File: src/rtl/do_burst_sched.sv
// do_burst_sched: accepts burst requests, drives the downstream `do` line
// high for req_len cycles, then waits for the downstream completion pulse `f`.
// `do` is a reserved word in SystemVerilog, so the drive port is named do_line.
module do_burst_sched #(
  parameter int LEN_W   = 8,
  parameter int TO_W    = 6,
  parameter int TIMEOUT = 40
) (
  input  logic             clk,
  input  logic             rst,
  input  logic             req_valid,
  input  logic [LEN_W-1:0] req_len,
  output logic             req_ready,
  output logic             do_line,
  input  logic             f,
  output logic             busy,
  output logic             done_pulse,
  output logic             timeout_err,
  output logic             proto_err,
  output logic [15:0]      burst_cnt
);

  typedef enum logic [1:0] {IDLE, DRIVE, WAIT_DONE, GAP} state_t;

  state_t           state, state_nxt;
  logic [LEN_W-1:0] rem;
  logic [TO_W-1:0]  to_cnt;

  logic accept, acc_burst, acc_null, last_drv, f_done, to_hit;

  assign accept    = req_valid && req_ready;
  assign acc_burst = accept && (req_len != '0);
  assign acc_null  = accept && (req_len == '0);
  assign last_drv  = (state == DRIVE) && (rem == LEN_W'(1));
  // f has priority over the timeout when both land on the same cycle
  assign f_done    = (state == WAIT_DONE) && f;
  assign to_hit    = (state == WAIT_DONE) && !f && (to_cnt == TO_W'(TIMEOUT - 1));

  // state register
  always_ff @(posedge clk) begin
    if (rst) state <= IDLE;
    else     state <= state_nxt;
  end

  // next-state decode
  always_comb begin
    state_nxt = state;
    case (state)
      IDLE:      if (acc_burst) state_nxt = DRIVE;
      DRIVE:     if (last_drv)  state_nxt = WAIT_DONE;
      WAIT_DONE: if (f_done)    state_nxt = GAP;
                 else if (to_hit) state_nxt = IDLE;
      GAP:       state_nxt = IDLE;
      default:   state_nxt = IDLE;
    endcase
  end

  // status decoded from the registered state only (no path from req_valid)
  always_comb begin
    req_ready = (state == IDLE);
    busy      = (state != IDLE);
  end

  // burst datapath: length/timeout counters, drive line, status and counters
  always_ff @(posedge clk) begin
    if (rst) begin
      rem         <= '0;
      to_cnt      <= '0;
      do_line     <= 1'b0;
      done_pulse  <= 1'b0;
      timeout_err <= 1'b0;
      proto_err   <= 1'b0;
      burst_cnt   <= '0;
    end else begin
      if (acc_burst)           rem <= req_len;
      else if (state == DRIVE) rem <= rem - LEN_W'(1);

      if (last_drv)                to_cnt <= '0;
      else if (state == WAIT_DONE) to_cnt <= to_cnt + TO_W'(1);

      do_line    <= (state_nxt == DRIVE);
      done_pulse <= acc_null || f_done;

      if (acc_burst)   timeout_err <= 1'b0;
      else if (to_hit) timeout_err <= 1'b1;

      // f while do is high means the downstream fired early
      if (acc_burst)                proto_err <= 1'b0;
      else if (state == DRIVE && f) proto_err <= 1'b1;

      if (f_done) burst_cnt <= burst_cnt + 16'd1;
    end
  end

endmodule

File: config.mk
export PLATFORM = sky130hd
export DESIGN_NAME = do_burst_sched
export DESIGN_NICKNAME = d
export VERILOG_FILES = /design/src/rtl/do_burst_sched.sv
export SDC_FILE = /design/constraint.sdc
export NUM_CORES = 1
export LEC_CHECK = 0
export CELL_PAD_IN_SITES_DETAIL_PLACEMENT = 1
export CELL_PAD_IN_SITES_GLOBAL_PLACEMENT = 2
export CORE_MARGIN = 2
export CORE_UTILIZATION = 33
export DETAILED_ROUTE_END_ITERATION = 16
export PLACE_DENSITY = 0.82
export SLEW_MARGIN = 20
export SYNTH_ARGS = -nofsm -noshare
export SYNTH_HDL_FRONTEND = slang
export SYNTH_SLANG_ARGS = --single-unit
export TNS_END_PERCENT = 30
File: constraint.sdc
create_clock -name clk -period 2.9 [get_ports clk]
set_input_delay 0.58 -clock clk [delete_from_list [all_inputs] [get_ports clk]]
set_output_delay 0.58 -clock clk [all_outputs]
set_load 0.1 [all_outputs]
==> key figures <==
Run status
  • Status: finished, final reports clean

Worst setup path
  • Critical path launch point type: input port
  • Reg2Reg Depth: 4
  • Setup CP Type: input port to flop
  • Reg2Reg Setup Slack: around 1.1 ns
  • Crit. End Element: flop
  • Worst r2r src: state[1]
  • Worst EP required: about 3.1 ns
  • Worst Path Max Fanout: 8
  • Worst Path Arrival: 2.26 ns
  • Reg2reg end: burst_cnt[15]

Clock tree
  • CTS buffer count: 5
  • Post-CTS Repair Setup Buffers: 0
  • Clk sinks: 36
  • Clk root buf: clkbuf_8
  • CTS H-tree lvls: 2
  • Post-CTS Resized: 0
  • Clock buffer depth: 2
  • Later-pin clock latency in the skew report: about 0.28 ns
  • CTS tree: done
  • # hold bufs at CTS: 0
  • Clock transition at path regs: roughly 0.070 ns

Synth
  • Top_reg_cell synth: dfxtp_1
  • Number of enable flip-flop cells after synthesis: 0
  • Synth unique cells: 52
  • Mapped Nets: roughly 220
  • Syn Inst Count: 207
  • Ys Warns: 0
  • Syn_area_per_cell: slightly below 9 sq um
  • Mapped Area: around 1800 sq um
  • Sequential share of the synthesized area: 0.396
  • Seq cells post-synth: 36
  • Ys async rst share: 0

Final layout
  • Post-route cell area: roughly 2200 sq um
  • Area grow syn2layout: 23.2%
  • Share of layout cells above drive strength 1: 0.196
  • Final Net Count: 255
  • Antenna cells: 0

Detailed routing
  • Residual DRC: 0
  • DRT iter0 DRCs: between 40 and 50
  • TritonRoute pass-1 iters: 4
  • Via density: roughly 5.2
  • Routed Wire Length: between 4 and 5 mm
  • Via count: ~1600
  • Post-route ant nets: 0
  • Drt wl/cell: 13.8 um

Power
  • IR drop worst, VDD: around 0.18 mV
  • Leak: about 0.00090 uW
  • Total power: approximately 1100 uW
  • Pwr per Cell Area: between 500 and 600 nW/um^2

Global routing
  • GRT Total Usage: 0.155
  • Initial antenna violation count: 0
  • Vias in the first global route: approximately 1600
  • Global-route wire length before repair: 7.68 mm
  • Total gr overflow: 0
  • Largest net degree at the start of global routing: 18

Die
  • Top Ports: 34
  • Area of the die: around 6000 sq um
  • Core footprint: around 5400 sq um
  • Initial core utilization: 0.337
  • Die X: 78.3 um
  • Die Y: 78.3 um
  • Std-Cell Rows: 27

STA
  • Final Hold Viols: 0
  • Worst Max-Slew Pin Slew: a little under 0.8 ns
  • Max-slew violations: 0
  • Fin crit period: 2.09 ns
  • RSZ-0062 raised after global routing: false
  • Fmax: 479 MHz
  • Worst rel slew slack: 0.470
  • Endpoints failing setup: 0
  • Setup Skew: approximately 0.0034 ns
  • TNS Setup: 0 ns
  • Final Cycle Share: 0.719

Min path
  • Min-delay src: rem[1]
  • Hold-critical path endpoint: rem[1]
  • Min-delay worst type: flop to flop
  • Worst hold stages: 2

Placement
  • Port bufs: 33
  • Gpl congestion: 0.782
  • Area after DPL: 2150 sq um
  • Post-DP HPWL: 3.25 mm

Flow run
  • MaxCap Viol Count: 0
placed cells by master, fill, tap and decap left out, types with 8 or more instances in the layout:
cell type / n
xnor2_1: 8
nor2_1: 18
xor2_1: 9
dfxtp_1: 36
nand2_1: 14
nand3_1: 16
a21oi_1: 12
clkdlybuf4s50_1: 11
buf_4: 24
cells by family (layout without fill, tap and decap cells):
group / count (synthesis) / after routing / synth area share
xor gates and xnor gates: 17 / 17 / 0.0818
AOI/OAI and AO/OA: 33 / 33 / 0.120
and+or+nand+nor: 99 / 99 / 0.323
buffers and inverters: 16 / 49 / 0.0399
muxes: 2 / 2 / 0.0117
DFF: 36 / 36 / 0.396
adders and majority gates: 4 / 4 / 0.0275
power breakdown:
part,switching [uW],total [uW],internal [uW]
registers,29.2,544,515
clock network,172,366,194
logic,136,217,80.9
total,336,1130,790
registers in the layout, summed over array words and instances (netlist names):
signal       cells
timeout_err      1
to_cnt           6
proto_err        1
do_line          1
done_pulse       1
burst_cnt       16
rem              8
state            2
routing by layer:
layer  GRT usage  wire (um)  vias to the layer above
li1            -          -                      803
met3      0.0368        168                        5
met2       0.263       2110                       29
met4      0.0491         53                        0
met5           0          0                        -
met1       0.193       1990                      786
worst max-delay path by stage:
stage,slack (ns),cells after the start,end,start
2_1_floorplan,0.29,3,busy,state[1]
3_3_place_gp,0.55,5,do_line,req_len[0]
3_5_place_dp,0.52,5,burst_cnt[15],f
4_1_cts,0.82,5,burst_cnt[15],f
5_1_grt,0.67,5,burst_cnt[15],f
6_report,0.81,5,do_line,req_len[0]
Yosys cell counts, drive strengths merged (3+ instances only):
library cell	n	area [sq um]
dfxtp	36	721
buf	4	26.3
nor2b	3	18.8
nor2	25	109
nand2b	4	25.0
a21oi	12	60.1
clkbuf	6	23.8
nand3	16	80.1
nand4	6	43.8
and3	4	25.0
nor4	8	71.3
nor3	7	35.0
or4	3	30.0
nand2	14	52.6
xor2	9	78.8
o21ai	4	23.8
a31oi	5	31.3
ha	4	50.1
xnor2	8	70.1
inv	6	22.5
cell type report:
| class | instances | area [sq um] |
|---|---|---|
| Inverter | 6 | 22.5 |
| Timing Repair Buffer | 35 | 290 |
| Fill cell | 652 | 3160 |
| Sequential cell | 36 | 721 |
| Multi-Input combinational cell | 155 | 1030 |
| Clock buffer | 8 | 90.1 |
| Tap cell | 72 | 90.1 |
critical path, stage by stage:
cell and delay, ns:
clkdlybuf4s50_1 0.41, or4_1 0.61, o21ai_2 0.33, a31oi_1 0.16
and2_1 0.17
metrics by stage:
step | hold WS (ns) | worst slack (ns) | std cells | util
2_1_floorplan | 0.461 | 0.287 | 207 | -
3_3_place_gp | 0.487 | 0.546 | 304 | 0.398
3_5_place_dp | 0.492 | 0.521 | 304 | 0.398
4_1_cts | 0.503 | 0.819 | 312 | 0.415
5_1_grt | 0.544 | 0.671 | 312 | 0.415
6_report | 0.498 | 0.814 | 312 | 0.415
No activity file was read; power rests on OpenSTA's default activity.
